`config.mk`:
```
export PLATFORM = sky130hd
export DESIGN_NAME = button_debounce_multi_flat
export DESIGN_NICKNAME = d
export VERILOG_FILES = /design/src/rtl/button_debounce_multi_if.sv /design/src/rtl/button_debounce_multi.sv /design/src/flat_wrapper.sv
export SDC_FILE = /design/constraint.sdc
export NUM_CORES = 1
export LEC_CHECK = 0
export ABC_AREA = 1
export ABC_CLOCK_PERIOD_IN_PS = 3530
export CORE_ASPECT_RATIO = 0.8
export CORE_MARGIN = 3
export CORE_UTILIZATION = 40
export CTS_BUF_LIST = sky130_fd_sc_hd__clkbuf_8
export CTS_CLUSTER_SIZE = 40
export DETAILED_ROUTE_END_ITERATION = 10
export HOLD_SLACK_MARGIN = 0.02
export MAX_ROUTING_LAYER = met4
export PLACE_DENSITY_LB_ADDON = 0.25
export SYNTH_ARGS = -nofsm -noshare
export SYNTH_HDL_FRONTEND = slang
export SYNTH_SLANG_ARGS = --single-unit
```
`constraint.sdc`:
```
create_clock -name regular_clk -period 3.53 [get_ports regular_clk]
set_clock_uncertainty 0.15 [all_clocks]
set_input_delay 0.353 -clock regular_clk [delete_from_list [all_inputs] [get_ports regular_clk]]
set_output_delay 0.353 -clock regular_clk [all_outputs]
set_load 0.02 [all_outputs]
```
`src/rtl/button_debounce_multi_if.sv`:
```
// Signal bundle for the multi-channel button debouncer: the sampling tick and
// raw buttons going in, the clean level and event pulses coming back out.
interface button_debounce_multi_if #(
  parameter int CHANNELS = 4
);
  logic                slow_clk;
  logic [CHANNELS-1:0] button_in;
  logic [CHANNELS-1:0] level_out;
  logic [CHANNELS-1:0] press_pulse;
  logic [CHANNELS-1:0] release_pulse;
  logic [CHANNELS-1:0] long_press_pulse;
  logic [CHANNELS-1:0] repeat_pulse;

  // Side that owns the pads and the tick, and consumes the events
  modport master (
    output slow_clk,
    output button_in,
    input  level_out,
    input  press_pulse,
    input  release_pulse,
    input  long_press_pulse,
    input  repeat_pulse
  );

  // Debouncer side
  modport slave (
    input  slow_clk,
    input  button_in,
    output level_out,
    output press_pulse,
    output release_pulse,
    output long_press_pulse,
    output repeat_pulse
  );
endinterface

```
`src/rtl/button_debounce_multi.sv`:
```
// Multi-channel push-button debouncer. Each channel synchronises its raw pad,
// qualifies a level change over several slow sampling ticks, and then runs a
// small press/hold FSM producing press, release, long-press and auto-repeat
// pulses. slow_clk is only an enable; every register lives on regular_clk.
module button_debounce_multi #(
  parameter int CHANNELS     = 4,
  parameter int STABLE_TICKS = 4,
  parameter int HOLD_TICKS   = 200,
  parameter int REPEAT_TICKS = 50,
  parameter int REPEAT_EN    = 1
) (
  input  logic                     regular_clk,
  input  logic                     reset,
  button_debounce_multi_if.slave   bus
);

  localparam int STABLE_W = $clog2(STABLE_TICKS + 1);
  localparam int HOLD_W   = $clog2(HOLD_TICKS + 1);
  localparam int REP_W    = $clog2(REPEAT_TICKS + 1);

  // Terminal values: the tick that would make the count reach its limit
  localparam logic [STABLE_W-1:0] STABLE_LAST = STABLE_W'(STABLE_TICKS - 1);
  localparam logic [HOLD_W-1:0]   HOLD_LAST   = HOLD_W'(HOLD_TICKS - 1);
  localparam logic [REP_W-1:0]    REP_LAST    = REP_W'(REPEAT_TICKS - 1);
  localparam logic                REPEAT_ON   = (REPEAT_EN != 0);

  typedef enum logic [1:0] {
    IDLE,
    PRESSED,
    HELD
  } chanState_e;

  for (genvar ch = 0; ch < CHANNELS; ch++) begin : gChan
    logic                syncA_q;
    logic                syncB_q;
    logic                level_q,     level_d;
    logic [STABLE_W-1:0] stableCnt_q, stableCnt_d;
    logic [HOLD_W-1:0]   holdCnt_q,   holdCnt_d;
    logic [REP_W-1:0]    repCnt_q,    repCnt_d;
    chanState_e          state_q,     state_d;
    logic                press_q,     press_d;
    logic                release_q,   release_d;
    logic                long_q,      long_d;
    logic                repeat_q,    repeat_d;

    // Two-flop synchroniser bringing the asynchronous pad into regular_clk
    always_ff @(posedge regular_clk or posedge reset) begin
      if (reset) begin
        syncA_q <= 1'b0;
        syncB_q <= 1'b0;
      end else begin
        syncA_q <= bus.button_in[ch];
        syncB_q <= syncA_q;
      end
    end

    // Debounce qualification and press/hold/repeat FSM next-state logic
    always_comb begin
      level_d     = level_q;
      stableCnt_d = stableCnt_q;
      holdCnt_d   = holdCnt_q;
      repCnt_d    = repCnt_q;
      state_d     = state_q;
      press_d     = 1'b0;
      release_d   = 1'b0;
      long_d      = 1'b0;
      repeat_d    = 1'b0;

      if (bus.slow_clk) begin
        if (syncB_q != level_q) begin
          if (stableCnt_q == STABLE_LAST) begin
            stableCnt_d = '0;
            level_d     = ~level_q;
            press_d     = ~level_q;
            release_d   = level_q;
          end else begin
            stableCnt_d = stableCnt_q + 1'b1;
          end
        end else begin
          stableCnt_d = '0;
        end
      end

      unique case (state_q)
        IDLE: begin
          if (press_d) begin
            state_d   = PRESSED;
            holdCnt_d = '0;
            repCnt_d  = '0;
          end
        end
        PRESSED: begin
          if (release_d) begin
            state_d   = IDLE;
            holdCnt_d = '0;
            repCnt_d  = '0;
          end else if (bus.slow_clk) begin
            if (holdCnt_q == HOLD_LAST) begin
              state_d   = HELD;
              long_d    = 1'b1;
              holdCnt_d = '0;
              repCnt_d  = '0;
            end else begin
              holdCnt_d = holdCnt_q + 1'b1;
            end
          end
        end
        HELD: begin
          if (release_d) begin
            state_d   = IDLE;
            holdCnt_d = '0;
            repCnt_d  = '0;
          end else if (bus.slow_clk) begin
            if (repCnt_q == REP_LAST) begin
              repeat_d = REPEAT_ON;
              repCnt_d = '0;
            end else begin
              repCnt_d = repCnt_q + 1'b1;
            end
          end
        end
        default: begin
          state_d   = IDLE;
          holdCnt_d = '0;
          repCnt_d  = '0;
        end
      endcase
    end

    // Channel state, counters and registered event pulses
    always_ff @(posedge regular_clk or posedge reset) begin
      if (reset) begin
        level_q     <= 1'b0;
        stableCnt_q <= '0;
        holdCnt_q   <= '0;
        repCnt_q    <= '0;
        state_q     <= IDLE;
        press_q     <= 1'b0;
        release_q   <= 1'b0;
        long_q      <= 1'b0;
        repeat_q    <= 1'b0;
      end else begin
        level_q     <= level_d;
        stableCnt_q <= stableCnt_d;
        holdCnt_q   <= holdCnt_d;
        repCnt_q    <= repCnt_d;
        state_q     <= state_d;
        press_q     <= press_d;
        release_q   <= release_d;
        long_q      <= long_d;
        repeat_q    <= repeat_d;
      end
    end

    assign bus.level_out[ch]        = level_q;
    assign bus.press_pulse[ch]      = press_q;
    assign bus.release_pulse[ch]    = release_q;
    assign bus.long_press_pulse[ch] = long_q;
    assign bus.repeat_pulse[ch]     = repeat_q;
  end

endmodule

```
`src/flat_wrapper.sv`:
```
// flat-port wrapper written by rule: the top's interface ports become plain ports
module button_debounce_multi_flat 
#(
  parameter int CHANNELS     = 4,
  parameter int STABLE_TICKS = 4,
  parameter int HOLD_TICKS   = 200,
  parameter int REPEAT_TICKS = 50,
  parameter int REPEAT_EN    = 1
)
  (regular_clk, reset, bus_slow_clk, bus_button_in, bus_level_out, bus_press_pulse, bus_release_pulse, bus_long_press_pulse, bus_repeat_pulse);
  button_debounce_multi_if #(.CHANNELS(CHANNELS)) bus_i ();
  input  logic regular_clk;
  input  logic reset;
  input wire logic [$bits(bus_i.slow_clk)-1:0] bus_slow_clk;
  input wire logic [$bits(bus_i.button_in)-1:0] bus_button_in;
  output wire logic [$bits(bus_i.level_out)-1:0] bus_level_out;
  output wire logic [$bits(bus_i.press_pulse)-1:0] bus_press_pulse;
  output wire logic [$bits(bus_i.release_pulse)-1:0] bus_release_pulse;
  output wire logic [$bits(bus_i.long_press_pulse)-1:0] bus_long_press_pulse;
  output wire logic [$bits(bus_i.repeat_pulse)-1:0] bus_repeat_pulse;
  assign bus_i.slow_clk = bus_slow_clk;
  assign bus_i.button_in = bus_button_in;
  assign bus_level_out = bus_i.level_out;
  assign bus_press_pulse = bus_i.press_pulse;
  assign bus_release_pulse = bus_i.release_pulse;
  assign bus_long_press_pulse = bus_i.long_press_pulse;
  assign bus_repeat_pulse = bus_i.repeat_pulse;
  button_debounce_multi #(.CHANNELS(CHANNELS), .STABLE_TICKS(STABLE_TICKS), .HOLD_TICKS(HOLD_TICKS), .REPEAT_TICKS(REPEAT_TICKS), .REPEAT_EN(REPEAT_EN)) u_core (.regular_clk(regular_clk), .reset(reset), .bus(bus_i));
endmodule
```
== Yosys cells after proc, flatten, opt, wreduce, memory -nomap -nowiden ==
Index checks and enable logic that the tools add are counted.

* Eq/ne operators: 44
* Mux-type cells: 144
* Bitwise logic cells: 4
* Add/subtract/negate cells: 12
* Reductions and logical operators: 20

{| class="wikitable"
|+ Operators by type and width
! kind !! number
|-
| two-way mux 6 bit || 28
|-
| two-way mux 8 bit || 20
|-
| case mux 8 bit (3 select lines) || 4
|-
| case mux 6 bit (3 select lines) || 4
|-
| two-way mux 1 bit || 56
|-
| two-way mux 2 bit || 20
|-
| adder 8 x 1 -> 8 bit (second input constant) || 4
|-
| equality test 8 bit (second input constant) || 4
|-
| AND reduction 4 bit || 8
|-
| adder 6 x 1 -> 6 bit (second input constant) || 4
|-
| equality test 6 bit (second input constant) || 4
|-
| two-way mux 3 bit || 8
|-
| != test 3 x 2 -> 1 bit (second input constant) || 8
|-
| case mux 2 bit (3 select lines) || 4
|-
| AND reduction 3 bit || 8
|-
| != test 2 x 1 -> 1 bit (second input constant) || 8
|-
| adder 3 x 1 -> 3 bit (second input constant) || 4
|-
| equality test 3 x 2 -> 1 bit (second input constant) || 4
|-
| != test 3 x 1 -> 1 bit (second input constant) || 4
|-
| equality test 2 x 1 -> 1 bit (second input constant) || 4
|-
| equality test 2 bit (second input constant) || 4
|-
| logical NOT 2 bit || 4
|-
| != test 1 bit || 4
|-
| inverter 1 bit || 4
|}

* Bits of input ports: 7
* Word-level logic and storage cells: 268
* Output and inout bits: 20
* Bits in registers: 104

== Longest topological paths before layout ==
Gate-level depths: netlist of the first run.

* Word-level depth: 6
* Depth in mapped cells: 10
* Mapped depth without buffers: 10

== Worst setup path before layout of the first run ==
Ideal clock, no wire load.

* Path kind: register -> register
* From: register u_core.gChan[3].stableCnt_q[0]
* To: register u_core.gChan[3].holdCnt_q[2]
* Data arrival time: 1.335 ns
* Stages on the path, launching flop included: 10
* Clock period less this slack: 1.559 ns
* Library setup time: 0.074 ns
* Data required time: 3.306 ns
* Setup slack: 1.971 ns
* Path buffers: 1
* Cells stage by stage: dfrtp_1 -> ha_1 -> nand3_4 -> nor2_4 -> nor2_2 -> nor2_8 -> nand2_2 -> buf_6 -> nand2_1 -> o21ai_2

* Cells in the longest elaborated chain, start to end: 6
* Elaborated cells between the ends (all ways): 13
* Those cells by class: eq/ne: 4; mux: 8; reduce/logical: 1

{| class="wikitable"
|+ RTL lines
! what !! RTL line !! source
|-
| from (decl) || button_debounce_multi.sv:37 || <nowiki>logic [STABLE_W-1:0] stableCnt_q, stableCnt_d;</nowiki>
|-
| from (signal assigned) || button_debounce_multi.sv:144 || <nowiki>stableCnt_q <= stableCnt_d;</nowiki>
|-
| equality test 3 x 2 -> 1 bit || button_debounce_multi.sv:71 || <nowiki>if (stableCnt_q == STABLE_LAST) begin</nowiki>
|-
| two-way mux 1 bit || button_debounce_multi.sv:71 ||
|-
| two-way mux 1 bit || button_debounce_multi.sv:70 || <nowiki>if (syncB_q != level_q) begin</nowiki>
|-
| two-way mux 1 bit || button_debounce_multi.sv:69 || <nowiki>if (bus.slow_clk) begin</nowiki>
|-
| net u_core.gChan[3].press_d || button_debounce_multi.sv:41 || <nowiki>logic press_q, press_d;</nowiki>
|-
| != test 2 x 1 -> 1 bit (no line) || -- ||
|-
| AND reduction 3 bit (no line) || -- ||
|-
| to (signal assigned) || button_debounce_multi.sv:145 || <nowiki>holdCnt_q <= holdCnt_d;</nowiki>
|-
| to (decl) || button_debounce_multi.sv:38 || <nowiki>logic [HOLD_W-1:0] holdCnt_q, holdCnt_d;</nowiki>
|}

The timed path passes the listed nets, and every way through them passes these cells.
A chain may end at the register's enable or synchronous reset.

== Final worst setup path of the first run ==
* From: input port bus_slow_clk
* To: register u_core.gChan[3].holdCnt_q[2]

* Cells in the longest elaborated chain, start to end: 3
* Elaborated cells between the ends (all ways): 8
* Those cells by class: eq/ne: 3; mux: 4; reduce/logical: 1

{| class="wikitable"
|+ RTL lines
! what !! RTL line !! source
|-
| from (decl) || flat_wrapper.sv:14 || <nowiki>input wire logic [$bits(bus_i.slow_clk)-1:0] bus_slow_clk;</nowiki>
|-
| two-way mux 1 bit || button_debounce_multi.sv:69 ||
|-
| net u_core.gChan[3].press_d || button_debounce_multi.sv:41 ||
|-
| != test 2 x 1 -> 1 bit (no line) || -- ||
|-
| AND reduction 3 bit (no line) || -- ||
|}

The timed path passes the listed nets, and every way through them passes these cells.

==> results.md, run 1 <==
| Parameter | Reported |
| --- | --- |
| Antenna diode count | 0 |
| Setup Viol. Count Final | 0 |
| Reg-to-Reg Start | u_core.gChan[2].stableCnt_q[0]$_DFFE_PP0P_ |
| Floorplan core area | 13,900 um^2 |
| Gate Count Post-Synth | 766 |
| Total Die Area | 16,200 um^2 |
| Count of port buffers added during placement | 26 |
| Buffer count from post-CTS setup fixing | 0 |
| Internal power | 1990 uW |
| Clock network fraction of total power | 21.6% |
| Via count | 4,588 |
| Placement row count | 38 |
| Hold worst-path end | u_core.gChan[1].syncB_q$_DFF_PP0_ |
| Cell at the root of the clock tree | sky130_fd_sc_hd__clkbuf_8 |
| DRC violation total after the first TritonRoute iteration | 283 |
| Cell area after technology mapping | 5860 um^2 |
| Yosys Warn Count | 0 |
| Shortest period the worst path allows | 2.38 ns |
| DR vias/cell | 4.77 |
| Top-level port count | 27 |
| Post-layout total power | 3240 uW |
| Count of flip-flops with a built-in enable after synthesis | 0 |
| Clock-pin slew on the worst setup and hold paths | 0.10 ns |
| Synth-to-layout area growth | 8.22% |
| Seq pwr share | 47.5% |
| Synth Net Count | 789 |
| Hold Vio Cnt, Final | 0 |
| Non-Filler Cell Area, Final | 6340 um^2 |
| Routed length per placed instance | 11.8 um |
| Sequential element share of the synthesized area | 44.4% |
| Placed cell areas | 6160 um^2 |
| Wire length of the first global-routing pass | 19,800 um |
| Die outline height | 114 um |
| Tightest slew margin relative to the limit | 48.3% |
| Number of cells traversed by the worst register-to-register path | 7 |
| RSZ-0062 raised after global routing | false |
| Critical path origin | bus_slow_clk |
| Initial core utilization | 42.1% |
| WP data arrival | 2.50 ns |
| Max Slew Vio Count | 0 |
| Type of the setup path with the least slack | in2reg |
| Synth Flop Type | sky130_fd_sc_hd__dfrtp_1 |
| Class of the worst hold path | reg2reg |
| Placed wire-length estimate after detailed placement | 8270 um |
| Final worst path period share | 67.5% |
| Seq cells post-synth | 104 |
| Clk sink count | 104 |
| Net count reported at finish | 800 |
| Maximum number of pins on one net before global-route repair | 65 |
| Worst VDD drop | 0.000221 V |
| Overall routed net length | 11,300 um |
| Switching Power | 1240 uW |
| DRC | 0 |
| Startpoint type of the worst setup path | input port |
| Largest driver fanout on the critical path | 15 |
| Gr usage total | 15.2% |
| Number of buffers created by CTS | 9 |
| Hold depth | 0 |
| Share of power burned in combinational logic | 30.9% |
| Level count of the clock H-tree | 3 |
| Category of the worst setup path capture point | flip-flop |
| Share of the synthesized area in the top cell type | 44.4% |
| Average cell area after synthesis | 7.65 um^2 |
| TritonCTS clock tree | built |
| List of most frequent post-synthesis cells | sky130_fd_sc_hd__nand2_1, sky130_fd_sc_hd__dfrtp_1, sky130_fd_sc_hd__inv_1, sky130_fd_sc_hd__nor2_1, sky130_fd_sc_hd__nand3_1 |
| Leading cell type by number of instances after synthesis | sky130_fd_sc_hd__nand2_1 |
| HP Start | u_core.gChan[1].syncA_q$_DFF_PP0_ |
| Main area contributors after synthesis | sky130_fd_sc_hd__dfrtp_1, sky130_fd_sc_hd__nand2_1, sky130_fd_sc_hd__inv_1 |
| Power Dens Cells | 510 nW/um^2 |
| Fraction of synthesis flops using an asynchronous set or reset pin | 100% |
| Leakage power | 0.00316 uW |
| Maxcap violations | 0 |
| Fraction of final layout cells with drive strength greater than 1 | 7.29% |
| Resized cells post-CTS | 0 |
| DR pass1 iterations | 4 |
| Remaining number of nets flagged by the antenna check after routing | 0 |
| Required time at the worst-slack endpoint | 3.64 ns |
| Number of buffers between clock root and the deepest sink | 2 |
| Antenna violations before repair | 0 |
| Chip Width | 141 um |
| Capture instance of the worst register-to-register path | u_core.gChan[2].holdCnt_q[0]$_DFFE_PP0P_ |
| Highest achievable clock rate | 420 MHz |
| Status | finished, final reports clean |
| Final global-route overflow total | 0 |
| Cell taking the most area after synthesis | sky130_fd_sc_hd__dfrtp_1 |
| Number of global-route vias before repair | 4,300 |
| R2R setup slack | 1.56 ns |
| Slew @ Worst Pin | 0.775 ns |
| Number of buffers added to fix hold violations after cts | 0 |
| Routability Congestion | 0.854 |
| Accumulated negative setup slack | 0 ns |
| Count of unique library cells instantiated by Yosys | 38 |
| Clock latency at the later pin of the worst-skew pair | 0.37 ns |
| Sw Share | 38.4% |
-- through the flow --
step                setup slack [ns]  hold slack, ns  instances  util (%)
floorplan                      0.295           0.181        766         -
global placement               0.834           0.186        946      44.2
detailed placement             0.740           0.186        946      44.2
CTS                             1.17           0.213        962      45.5
global route                   0.997           0.223        962      45.5
finish                          1.15           0.211        962      45.5
-- power groups by stage --
stage               Combinational, uW  Sequential (uW)  Clock [uW]
floorplan                         850             1500           0
global placement                  969             1550           0
detailed placement               1010             1560           0
CTS                              1010             1540         740
global route                     1150             1570         779
finish                           1000             1540         699
-- critical path, stage by stage --
cell and delay [ns]:
sky130_fd_sc_hd__clkdlybuf4s50_1 0.92, sky130_fd_sc_hd__buf_4 0.32, sky130_fd_sc_hd__nand3_4 0.13, sky130_fd_sc_hd__nor2_4 0.13
sky130_fd_sc_hd__nor2_2 0.07, sky130_fd_sc_hd__nor2_8 0.16, sky130_fd_sc_hd__nand2_2 0.20, sky130_fd_sc_hd__nand2_1 0.14
sky130_fd_sc_hd__o21ai_2 0.06
-- layout make-up --
type / instances / area (um^2)
repair buffers: 29 / 283
well taps: 180 / 225
clock inverters: 5 / 32.5
inverters: 97 / 367
fillers: 1382 / 7590
clock buffers: 11 / 151
multi-input cells: 536 / 2680
flip-flops and latches: 104 / 2600
-- how the worst max path moves through the flow --
stage / to / cells past startpoint / slack [ns]
final: u_core.gChan[3].holdCnt_q[2]$_DFFE_PP0P_ / 9 / 1.15
after global routing: u_core.gChan[2].holdCnt_q[5]$_DFFE_PP0P_ / 7 / 1.0
after CTS: u_core.gChan[3].holdCnt_q[2]$_DFFE_PP0P_ / 9 / 1.17
after detailed placement: u_core.gChan[3].holdCnt_q[2]$_DFFE_PP0P_ / 9 / 0.74
after global placement: u_core.gChan[2].holdCnt_q[5]$_DFFE_PP0P_ / 7 / 0.83
after floorplan: u_core.gChan[0].holdCnt_q[0]$_DFFE_PP0P_ / 1 / 0.29
-- cell usage in the layout, fill, tap and decap left out, drive strengths merged --
cell type      netlist  layout
nand2              248     248
nor2               105     105
dfrtp              104     104
inv                 97      98
nand3               68      68
o21ai               31      31
clkdlybuf4s50        0      26
nand4               20      20
ha                  16      16
clkbuf               3      11
xor2                10      10
nor3                 9       9
o21bai               9       9
xnor2                5       5
a21oi                3       3
buf                 26       3
o211ai               2       2
o2111ai              2       2
o22ai                2       2
clkinvlp             0       2
clkinv               0       2
a211oi               1       1
nand3b               1       1
o21a                 1       1
nor3b                1       1
a31oi                1       1
or2                  1       1
-- registers in the layout, summed over array words and instances, names as in the netlist, 8 cells and up --
| signal | flops |
|---|---|
| u_core.gChan.stableCnt_q | 12 |
| u_core.gChan.repCnt_q | 24 |
| u_core.gChan.holdCnt_q | 32 |
| u_core.gChan.state_q | 8 |
-- layer usage --
metal / share of wire, % / up-vias / track usage (%)
met2: 45 / 41 / 23.0
met4: 0.94 / 0 / 3.68
met3: 2.9 / 10 / 3.47
met1: 51 / 2127 / 20.9
met5: 0 / - / -
li1: - / 2410 / -
-- cell families (layout without fill, tap and decap cells) --
family / count (synthesis) / count (layout) / synth area share (%)
and+or+nand+nor: 453 / 453 / 34.4
buffers and inverters: 126 / 142 / 9.84
DFF: 104 / 104 / 44.4
AOI/OAI and AO/OA: 52 / 52 / 5.70
adders and majority gates: 16 / 16 / 3.42
xor gates and xnor gates: 15 / 15 / 2.24
Note: power is estimated with default switching activity, not from simulation.
==> run 2, diff against run 1 <==
--- a/config.mk
+++ b/config.mk
@@ -6,7 +6,7 @@
 export NUM_CORES = 1
 export LEC_CHECK = 0
 export ABC_AREA = 1
-export ABC_CLOCK_PERIOD_IN_PS = 3530
+export ABC_CLOCK_PERIOD_IN_PS = 2000
 export CORE_ASPECT_RATIO = 0.8
 export CORE_MARGIN = 3
 export CORE_UTILIZATION = 40
==> constraint.sdc (replaced) <==
create_clock -name regular_clk -period 2 [get_ports regular_clk]
set_clock_uncertainty 0.15 [all_clocks]
set_input_delay 0.2 -clock regular_clk [delete_from_list [all_inputs] [get_ports regular_clk]]
set_output_delay 0.2 -clock regular_clk [all_outputs]
set_load 0.02 [all_outputs]
==> results.md, run 2 (synthesized netlist as in run 1, its figures left out) <==
| Parameter | Reported | vs previous |
| --- | --- | --- |
| Status | finished, final reports clean |  |
| Biggest regs | u_core.gChan.holdCnt_q (32), u_core.gChan.repCnt_q (24), u_core.gChan.stableCnt_q (12) |  |
| Hold Vio Cnt, Final | 0 | unchanged |
| Antenna violations before repair | 0 | unchanged |
| Wire length of the first global-routing pass | 20,500 um | +3.2% |
| DRC violation total after the first TritonRoute iteration | 382 | +35% |
| Level count of the clock H-tree | 3 | unchanged |
| Tightest slew margin relative to the limit | 71.6% | +23 points |
| Via count | 4,786 | +4.3% |
| Post-layout instance count excluding filler cells | 989 | +2.8% |
| Clock latency at the later pin of the worst-skew pair | 0.37 ns | about the same |
| Capture instance of the worst register-to-register path | u_core.gChan[2].repCnt_q[5]$_DFFE_PP0P_ |  |
| Cell at the root of the clock tree | sky130_fd_sc_hd__clkbuf_8 |  |
| Antenna diode count | 0 | unchanged |
| Slew @ Worst Pin | 0.424 ns | -0.350 ns |
| Gr usage total | 15.8% | +0.61 points |
| Largest driver fanout on the critical path | 6 | -9 |
| Class of the worst hold path | in2reg |  |
| Max Slew Vio Count | 0 | unchanged |
| Category of the worst setup path capture point | flip-flop |  |
| Worst VDD drop | 0.000583 V | +160% |
| Leakage power | 0.00331 uW | +4.9% |
| Maxcap violations | 0 | unchanged |
| R2R setup slack | 0.16 ns | -1.40 ns |
| Post-Place Cells | 973 | +2.9% |
| Synth-to-layout area growth | 12.8% |  |
| TritonCTS clock tree | built |  |
| Max FFs per register | 32 | unchanged |
| Placed wire-length estimate after detailed placement | 8460 um | +2.4% |
| Number of buffers created by CTS | 9 | unchanged |
| Initial core utilization | 42.1% | unchanged |
| Hold worst-path end | u_core.gChan[2].syncA_q$_DFF_PP0_ |  |
| Floorplan core area | 13,900 um^2 | unchanged |
| DR vias/cell | 4.84 | +1.5% |
| Remaining number of nets flagged by the antenna check after routing | 0 | unchanged |
| Clock-pin slew on the worst setup and hold paths | 0.09 ns | about the same |
| Chip Width | 141 um | unchanged |
| Die outline height | 114 um | unchanged |
| DR pass1 iterations | 4 | unchanged |
| Required time at the worst-slack endpoint | 2.12 ns | -1.52 ns |
| WP data arrival | 1.96 ns | -0.54 ns |
| Shortest period the worst path allows | 1.84 ns |  |
| Final global-route overflow total | 0 | unchanged |
| Top-level port count | 27 | unchanged |
| Routability Congestion | 0.875 | +2.5% |
| Net count reported at finish | 828 | +3.5% |
| Worst setup slack after layout | 0.159 ns | -0.988 ns |
| Routed length per placed instance | 11.5 um | -2.0% |
| Highest achievable clock rate | 543 MHz |  |
| Most common library cell in the layout ignoring fill and taps | sky130_fd_sc_hd__nand2_1 |  |
| DRC | 0 | unchanged |
| Number of buffers between clock root and the deepest sink | 2 | unchanged |
| Post-layout total power | 5880 uW | +81% |
| Maximum number of pins on one net before global-route repair | 50 | -23% |
| HP Start | bus_button_in[2] |  |
| Placed cell areas | 6430 um^2 | +4.3% |
| Placement row count | 38 | unchanged |
| Setup Viol. Count Final | 0 | unchanged |
| Clk sink count | 104 | unchanged |
| Non-Filler Cell Area, Final | 6610 um^2 | +4.2% |
| Largest reg by FF count | u_core.gChan.holdCnt_q |  |
| Count of port buffers added during placement | 26 | unchanged |
| Hold depth | 1 | +1 |
| RSZ-0062 raised after global routing | false |  |
| Overall routed net length | 11,400 um | +0.72% |
| Power Dens Cells | 889 nW/um^2 | +74% |
| Worst-case setup slack after placement | -0.00244 ns | -0.743 ns |
| Buffer count from post-CTS setup fixing | 0 | unchanged |
| Fraction of final layout cells with drive strength greater than 1 | 10.4% | +3.1 points |
| Type of the setup path with the least slack | reg2reg |  |
| Number of global-route vias before repair | 4,481 | +4.2% |
| Total Die Area | 16,200 um^2 | unchanged |
| Reg-to-Reg Start | u_core.gChan[2].holdCnt_q[1]$_DFFE_PP0P_ |  |
| Most used cells in the layout excluding fill and tap cells | sky130_fd_sc_hd__nand2_1, sky130_fd_sc_hd__dfrtp_1, sky130_fd_sc_hd__inv_1 |  |
| Number of cells traversed by the worst register-to-register path | 8 | +1 |
| Startpoint type of the worst setup path | flip-flop |  |
| Final worst path period share | 92.0% |  |
[run 2: cell types whose count changed in the layout (fill, tap and decap cells not counted), sizes merged]
cell         previous run  this run
buf                     3        30
dlygate4sd3             0         1
inv                    98        97
[run 2: final cells by class]
type / count / area (um^2)
clock buffer: 11 / 151
clock inverter: 4 / 21.3
fill: 1331 / 7320
inverter: 97 / 368
multi-input combinational: 536 / 2690
sequential: 104 / 2600
tap: 180 / 225
timing repair buffer: 57 / 558
[run 2: layer usage]
metal | vias up | global-route usage, % | share of wire [%]
met5 | - | - | 0
met1 | 2264 | 21.0 | 51
met4 | 0 | 4.26 | 1.2
met3 | 9 | 3.47 | 2.8
met2 | 48 | 24.6 | 45
li1 | 2465 | - | -
[run 2: power by group]
part           internal, uW  switching (uW)  leakage (uW)
clock network           506             705     0.0000924
logic                   744            1210       0.00183
registers              2410             307       0.00140
total                  3660            2220       0.00331
[run 2: worst max-delay path by stage]
stage / to / cells after the start / start
after floorplan: u_core.gChan[0].holdCnt_q[0]$_DFFE_PP0P_ / 1 / reset
after global placement: u_core.gChan[3].holdCnt_q[1]$_DFFE_PP0P_ / 9 / bus_slow_clk
after detailed placement: u_core.gChan[0].holdCnt_q[3]$_DFFE_PP0P_ / 7 / bus_slow_clk
after CTS: u_core.gChan[2].repCnt_q[5]$_DFFE_PP0P_ / 8 / u_core.gChan[2].holdCnt_q[0]$_DFFE_PP0P_
after global routing: u_core.gChan[2].repCnt_q[2]$_DFFE_PP0P_ / 8 / u_core.gChan[2].holdCnt_q[1]$_DFFE_PP0P_
final: u_core.gChan[2].repCnt_q[5]$_DFFE_PP0P_ / 8 / u_core.gChan[2].holdCnt_q[1]$_DFFE_PP0P_
[run 2: metrics by stage]
step           hold slack [ns]  setup TNS (ns)  utilization [%]
3_3_place_gp             0.184        -0.00455             46.1
4_1_cts                 0.0740               0             47.4
3_5_place_dp             0.185        -0.00244             46.1
2_1_floorplan           0.0814               0                -
5_1_grt                 0.0860               0             47.5
6_report                 0.103               0             47.5
[run 2: worst max-delay path, cell delays in order (launching register included)]
cell and delay [ns]:
sky130_fd_sc_hd__dfrtp_1 0.40, sky130_fd_sc_hd__ha_1 0.18, sky130_fd_sc_hd__nand2_1 0.10, sky130_fd_sc_hd__nor3_1 0.15
sky130_fd_sc_hd__nand2_1 0.14, sky130_fd_sc_hd__o21ai_0 0.30, sky130_fd_sc_hd__nand2_2 0.17, sky130_fd_sc_hd__nand2_1 0.09
sky130_fd_sc_hd__nand2_1 0.06
[run 2: what timing repair did]
item	CTS	global route
hold buffers	1	0
setup endpoints to repair	0	1
hold endpoints to repair	11	0
resized for setup	0	1
